==> src/rtl/reval_datapath.sv <==
// -----------------------------------------------------------------------------
// reval_datapath
//
// Datapath stage that sits directly behind the revaluate controller. During a
// pass it walks a DEPTH-entry input memory in address order, evaluates each
// element against THRESHOLD and streams the evaluated value to an output
// memory. A hit count and a sum are accumulated over the pass. On the final
// write both are latched into result registers, which then survive the
// controller's return to IDLE.
//
// Optional build macro:
//   REVAL_MAX_EN - adds res_max / res_max_idx. They hold the largest element
//                  of the last completed pass and its lowest index.
//
// Ports:
//   clk, rst          clock; asynchronous active-high reset
//   dataset_reset     synchronous clear of pass state (controller IDLE)
//   write, count      controller enables (START: write; COUNT: write & count)
//   rd_addr, rd_data  input-memory read port (sync read, 1-cycle latency)
//   wr_en, wr_addr,   output-memory write port carrying the evaluated element
//   wr_data
//   datapath_done     last element is being written this cycle
//   res_hits, res_sum latched totals of the last completed pass
//   res_valid         res_* hold a completed pass
// -----------------------------------------------------------------------------
module reval_datapath #(
    parameter int DEPTH     = 16,
    parameter int DATA_W    = 8,
    parameter int THRESHOLD = 10,
    localparam int ADDR_W   = $clog2(DEPTH)
) (
    input  logic                     clk,
    input  logic                     rst,
    input  logic                     dataset_reset,
    input  logic                     write,
    input  logic                     count,
    output logic [ADDR_W-1:0]        rd_addr,
    input  logic [DATA_W-1:0]        rd_data,
    output logic                     wr_en,
    output logic [ADDR_W-1:0]        wr_addr,
    output logic [DATA_W-1:0]        wr_data,
    output logic                     datapath_done,
    output logic [ADDR_W:0]          res_hits,
    output logic [DATA_W+ADDR_W-1:0] res_sum,
    output logic                     res_valid
`ifdef REVAL_MAX_EN
    ,
    output logic [DATA_W-1:0]        res_max,
    output logic [ADDR_W-1:0]        res_max_idx
`endif
);

    localparam int                SUM_W     = DATA_W + ADDR_W;
    localparam logic [ADDR_W-1:0] LAST_ADDR = ADDR_W'(DEPTH - 1);
    localparam logic [DATA_W-1:0] THR       = DATA_W'(THRESHOLD);

    logic [ADDR_W-1:0] addr_q,      addr_d;
    logic [ADDR_W:0]   hits_q,      hits_d;
    logic [SUM_W-1:0]  sum_q,       sum_d;
    logic              finished_q,  finished_d;
    logic [ADDR_W:0]   res_hits_q,  res_hits_d;
    logic [SUM_W-1:0]  res_sum_q,   res_sum_d;
    logic              res_valid_q, res_valid_d;

    logic              active;
    logic              at_last;
    logic              hit;
    logic [DATA_W-1:0] eval;
    logic [ADDR_W:0]   hits_next;
    logic [SUM_W-1:0]  sum_next;

    // A write happens only in a legal COUNT cycle of an unfinished pass.
    // write=0 with count=1 falls out as a no-op.
    assign active  = write & count & ~finished_q;
    assign at_last = (addr_q == LAST_ADDR);

    assign hit  = (rd_data > THR);
    assign eval = hit ? (rd_data - THR) : '0;

    // While counting, look one address ahead so that the sync-read data for
    // addr+1 arrives together with the advanced address. Saturate at the end.
    assign rd_addr = (count && !at_last) ? (addr_q + ADDR_W'(1)) : addr_q;

    assign wr_en         = active;
    assign wr_addr       = addr_q;
    assign wr_data       = eval;
    assign datapath_done = count & ~finished_q & at_last;

    // The totals that include this cycle's element. The final write latches
    // them directly so the result does not need an extra cycle.
    assign hits_next = hits_q + (ADDR_W + 1)'(hit);
    assign sum_next  = sum_q + SUM_W'(eval);

    assign res_hits  = res_hits_q;
    assign res_sum   = res_sum_q;
    assign res_valid = res_valid_q;

`ifdef REVAL_MAX_EN
    logic [DATA_W-1:0] max_q,         max_d;
    logic [ADDR_W-1:0] max_idx_q,     max_idx_d;
    logic [DATA_W-1:0] res_max_q,     res_max_d;
    logic [ADDR_W-1:0] res_max_idx_q, res_max_idx_d;
    logic              new_max;
    logic [DATA_W-1:0] max_next;
    logic [ADDR_W-1:0] max_idx_next;

    // Strict compare: on a tie the earlier (lower) index is kept.
    assign new_max      = (rd_data > max_q);
    assign max_next     = new_max ? rd_data : max_q;
    assign max_idx_next = new_max ? addr_q  : max_idx_q;

    assign res_max     = res_max_q;
    assign res_max_idx = res_max_idx_q;
`endif

    always_comb begin
        // NOTE: every next-state signal gets its hold value first, so no path
        // through this block leaves a variable unassigned (no latch inferred).
        addr_d      = addr_q;
        hits_d      = hits_q;
        sum_d       = sum_q;
        finished_d  = finished_q;
        res_hits_d  = res_hits_q;
        res_sum_d   = res_sum_q;
        res_valid_d = res_valid_q;
`ifdef REVAL_MAX_EN
        max_d         = max_q;
        max_idx_d     = max_idx_q;
        res_max_d     = res_max_q;
        res_max_idx_d = res_max_idx_q;
`endif

        if (dataset_reset) begin
            // The results of the previous pass are deliberately kept.
            addr_d     = '0;
            hits_d     = '0;
            sum_d      = '0;
            finished_d = 1'b0;
`ifdef REVAL_MAX_EN
            max_d      = '0;
            max_idx_d  = '0;
`endif
        end else if (active) begin
            hits_d = hits_next;
            sum_d  = sum_next;
`ifdef REVAL_MAX_EN
            max_d     = max_next;
            max_idx_d = max_idx_next;
`endif
            if (!at_last) begin
                addr_d = addr_q + ADDR_W'(1);
            end else begin
                finished_d  = 1'b1;
                res_hits_d  = hits_next;
                res_sum_d   = sum_next;
                res_valid_d = 1'b1;
`ifdef REVAL_MAX_EN
                res_max_d     = max_next;
                res_max_idx_d = max_idx_next;
`endif
            end
        end
    end

    always_ff @(posedge clk or posedge rst) begin
        if (rst) begin
            addr_q      <= '0;
            hits_q      <= '0;
            sum_q       <= '0;
            finished_q  <= 1'b0;
            res_hits_q  <= '0;
            res_sum_q   <= '0;
            res_valid_q <= 1'b0;
`ifdef REVAL_MAX_EN
            max_q         <= '0;
            max_idx_q     <= '0;
            res_max_q     <= '0;
            res_max_idx_q <= '0;
`endif
        end else begin
            // NOTE: non-blocking assignments make all registers update together
            // from the values they had before the edge.
            addr_q      <= addr_d;
            hits_q      <= hits_d;
            sum_q       <= sum_d;
            finished_q  <= finished_d;
            res_hits_q  <= res_hits_d;
            res_sum_q   <= res_sum_d;
            res_valid_q <= res_valid_d;
`ifdef REVAL_MAX_EN
            max_q         <= max_d;
            max_idx_q     <= max_idx_d;
            res_max_q     <= res_max_d;
            res_max_idx_q <= res_max_idx_d;
`endif
        end
    end

endmodule

==> config.mk <==
export PLATFORM = sky130hd
export DESIGN_NAME = reval_datapath
export DESIGN_NICKNAME = d
export VERILOG_FILES = /design/src/rtl/reval_datapath.sv
export SDC_FILE = /design/constraint.sdc
export NUM_CORES = 1
export LEC_CHECK = 0
export CAP_MARGIN = 10
export CELL_PAD_IN_SITES_DETAIL_PLACEMENT = 1
export CELL_PAD_IN_SITES_GLOBAL_PLACEMENT = 1
export CORE_AREA = 2 2 79 81
export CTS_CLUSTER_SIZE = 16
export DETAILED_ROUTE_END_ITERATION = 6
export DIE_AREA = 0 0 81 83
export HOLD_SLACK_MARGIN = 0.05
export PLACE_DENSITY_LB_ADDON = 0.05
export REMOVE_ABC_BUFFERS = 1
export SYNTH_ARGS = -nofsm -noshare
export SYNTH_HDL_FRONTEND = slang
export SYNTH_SLANG_ARGS = --single-unit
==> constraint.sdc <==
create_clock -name clk -period 6.4 [get_ports clk]
set_input_delay 1.92 -clock clk [delete_from_list [all_inputs] [get_ports clk]]
set_output_delay 1.92 -clock clk [all_outputs]
set_load 0.005 [all_outputs]
==> qor.txt <==
Result of the run: complete, no violations
TritonCTS clock tree: done
Critical path, cell by cell: clkdlybuf4s50_1 > o21ai_1 > nor2_1 > nor4b_2 > nor3_1 > clkdlybuf4s50_1
Total length of routed wires: 5882 microns
Overflow after GRT: 0
Leak pwr: 0.001297 uW
IO Port Bufs: 48
Unique cell type count in the Yosys netlist: 48
Maximum clock insertion buffer count: 2
Capture point of the worst reg-to-reg path: sum_q[10]
Number of CTS-inserted buffers: 5
Reg clk slew, reported paths: 0.08 ns
Average via count per standard cell: 5.398
Area Growth Syn to Fin: 27.89%
Pwr dens: 202.0 mW/mm^2
Clock network latency to the later pin of the worst-skew pair: 0.30 ns
Gp weighted congestion: 0.8384
Smallest hold slack: 0.4817 ns
Share of cells above drive strength 1: 0.08738
Worst Reg2Reg Path Length in Cells: 8
Reg2Reg Setup Slack: 4.13 ns
Capturing element type of the critical path: output pin
Half-perimeter wire length of the detailed placement result: 4226 microns
Crit path max-delay cell type: sky130_fd_sc_hd__nor4b_2
Maximum achievable frequency: 166.6 MHz
Number of warning messages in the yosys log: 0
Number of synthesized register bits: 40
Post-route minimum period: 6.003 ns
Crit Path Max Fanout: 8
Post-CTS Resized: 0
Fin crit share: 0.9380
Wire length of the first global-routing pass: 10330 microns
Least-Margin Pin Slew: 0.7119 ns
Total non-filler cell area in the finished layout: 0.003075 sq mm
Maximum level of the CTS H-tree: 2
I/O pin total: 49
WP data arrival: 4.08 ns
Total Neg Setup Slack: 0 ns
Initial Util: 0.4135
Worst Hold Class: reg2reg
Routed wire length per instance: 15.32 microns
Mapped Cells: 260
Worst clock skew on the final layout: 0.01413 ns
Worst-case vdd ir drop: 89.59 uV
Post-detailed-route count of antenna-violating nets: 0
DIE HEIGHT: 83 microns
Length of the first detailed-routing pass in iterations: 4
Total number of clock tree sinks: 40
Required time reported for the critical path endpoint: 4.48 ns
Summed instance area of the synthesized netlist: 0.002405 sq mm
Number of antenna violations at the first check in global routing: 0
Dpl cell area: 0.002954 sq mm
Leading register cell type out of synthesis: sky130_fd_sc_hd__dfrtp_1
Sort of element at the start of the critical path: input port
Crit Path Class: in2out
DRC errors left: 0
CP peak stage delay: 0.62 ns
Total of max-cap violations: 0
Worst max-slew margin expressed relative to the limit: 0.5242
Total routing resource utilization after global routing: 0.1921
Total count of hold-check failures in the final report: 0
Count of flip-flops with a built-in enable after synthesis: 0
Total number of nets in the final design: 334
Setup bufs post-CTS: 0
Standard-cell rows: 28
Cell with the most instances on the worst path: sky130_fd_sc_hd__clkdlybuf4s50_1
Setup repair after global routing missed its margin: false
Number of global-route vias before repair: 2188
Iteration-0 DRC count of the detailed router: 64
Post-Syn Area per Cell: 9.249 sq um
End point of the most critical hold path: res_hits[2]
Final setup violation count: 0
Reg-to-Reg Start: sum_q[0]
Maximum number of pins on one net before global-route repair: 41
Number of diodes added for antenna fixing: 0
Placeable core region: 0.005816 sq mm
Root buf cell: sky130_fd_sc_hd__clkbuf_8
Core utilization of the finished layout: 0.5288
Post-cts hold buffer count: 0
Hold Path Origin: res_hits[2]
Die outline width: 81 microns
Filler cell count in the final layout: 711
Number of vias after detailed routing: 2073
Share of flip-flops with an asynchronous set or reset after synthesis: 1.000
Share of the yosys chip area belonging to registers: 0.4162
Floorplan die area: 0.006723 sq mm
Worst Hold Depth: 2
Final Max Tran Viols: 0
==> worst max-delay path: cells and delay by family <==
family / cells / cell delay, ns
AOI/OAI and AO/OA: 1 / 0.29
buffers and inverters: 2 / 0.95
and+or+nand+nor: 3 / 0.93
==> layout make-up <==
class | count | area [sq um] | area share
clock buffer | 6 | 82.58 | 0.02685
clock inverter | 2 | 38.79 | 0.01261
inverter | 9 | 33.78 | 0.01098
multi-input combinational | 199 | 1308 | 0.4251
sequential | 40 | 1001 | 0.3255
tap | 75 | 93.84 | 0.03051
timing repair buffer | 53 | 518.0 | 0.1684
==> metrics by stage <==
step                cells  power (uW)  setup WS, ns
floorplan             248       347.4         1.601
global placement      376       399.6        0.4123
detailed placement    376       402.2        0.3620
CTS                   384       630.2        0.3313
global route          384       656.1        0.2360
finish                384       621.3        0.3970
==> worst max-delay path by stage <==
stage	slack [ns]	to	startpoint
after floorplan	1.60	wr_data[3]	rd_data[2]
after global placement	0.41	wr_data[3]	rd_data[1]
after detailed placement	0.36	wr_data[3]	rd_data[2]
after CTS	0.33	wr_data[3]	rd_data[2]
after global routing	0.24	wr_data[3]	rd_data[1]
final	0.40	wr_data[3]	rd_data[1]
==> registers in the layout, indices dropped and copies added (netlist names) <==
name / flops
hits_q: 5
finished_q: 1
res_hits: 5
res_sum: 12
sum_q: 12
res_valid: 1
wr_addr: 4
==> cells in the final DEF, fill, tap and decap left out, drive strengths merged, types with 4 or more instances in the layout <==
master and count:
ha 12, dfrtp 40, a211oi 4, nor2b 7, or3 7, o21ai 25, xor2 9, xnor2 6
clkdlybuf4s50 48, a21oi 19, clkbuf 6, nand2 31, buf 5, nor2 23, o2111ai 4, nand3b 4
nand3 13, inv 8, mux2 6
==> cell usage after synthesis (2+ instances only) <==
| library cell | n | area share |
|---|---|---|
| sky130_fd_sc_hd__xnor2_1 | 6 | 0.022 |
| sky130_fd_sc_hd__clkbuf_1 | 7 | 0.011 |
| sky130_fd_sc_hd__nand2_1 | 31 | 0.048 |
| sky130_fd_sc_hd__nor2b_1 | 6 | 0.016 |
| sky130_fd_sc_hd__o2111ai_2 | 2 | 0.012 |
| sky130_fd_sc_hd__nor2_1 | 23 | 0.036 |
| sky130_fd_sc_hd__nor3_1 | 3 | 0.0062 |
| sky130_fd_sc_hd__o21a_1 | 3 | 0.0094 |
| sky130_fd_sc_hd__ha_1 | 12 | 0.062 |
| sky130_fd_sc_hd__inv_1 | 8 | 0.012 |
| sky130_fd_sc_hd__a21oi_1 | 18 | 0.037 |
| sky130_fd_sc_hd__nand3_1 | 12 | 0.025 |
| sky130_fd_sc_hd__buf_6 | 2 | 0.0094 |
| sky130_fd_sc_hd__o31ai_1 | 3 | 0.0094 |
| sky130_fd_sc_hd__buf_2 | 2 | 0.0042 |
| sky130_fd_sc_hd__nand3b_1 | 4 | 0.012 |
| sky130_fd_sc_hd__xor2_1 | 9 | 0.033 |
| sky130_fd_sc_hd__o21ai_0 | 24 | 0.050 |
| sky130_fd_sc_hd__a211oi_1 | 3 | 0.0094 |
| sky130_fd_sc_hd__o2111ai_1 | 2 | 0.0073 |
| sky130_fd_sc_hd__or3_1 | 7 | 0.018 |
| sky130_fd_sc_hd__nand2b_1 | 3 | 0.0078 |
| sky130_fd_sc_hd__a31oi_1 | 2 | 0.0052 |
| sky130_fd_sc_hd__nor3b_1 | 2 | 0.0062 |
| sky130_fd_sc_hd__dfrtp_1 | 40 | 0.42 |
| sky130_fd_sc_hd__mux2_2 | 3 | 0.014 |
| sky130_fd_sc_hd__mux2_4 | 2 | 0.012 |
==> power breakdown <==
group          switching [uW]  leakage [uW]  internal (uW)
clock                    97.2     0.0000614            128
combinational            68.6      0.000684           59.2
sequential               7.77      0.000551            261
total                     174       0.00130            448
==> per-layer routing <==
layer | global-route usage | wire (microns) | vias up
met2 | 0.3193 | 2937 | 37
met1 | 0.2529 | 2686 | 1021
li1 | - | - | 1010
met4 | 0.04314 | 46 | 0
met5 | 0 | 0 | -
met3 | 0.04239 | 212 | 5
==> cell families (layout without fill, tap and decap cells) <==
logic type | after synthesis | count (layout) | share of synthesized area
AOI/OAI and AO/OA | 64 | 64 | 0.1701
xor gates and xnor gates | 15 | 15 | 0.05463
adders and majority gates | 13 | 13 | 0.07076
buffers and inverters | 21 | 70 | 0.04006
DFF | 40 | 40 | 0.4162
muxes | 7 | 7 | 0.03538
and+or+nand+nor | 100 | 100 | 0.2128
(Power assumes the default switching activity.)
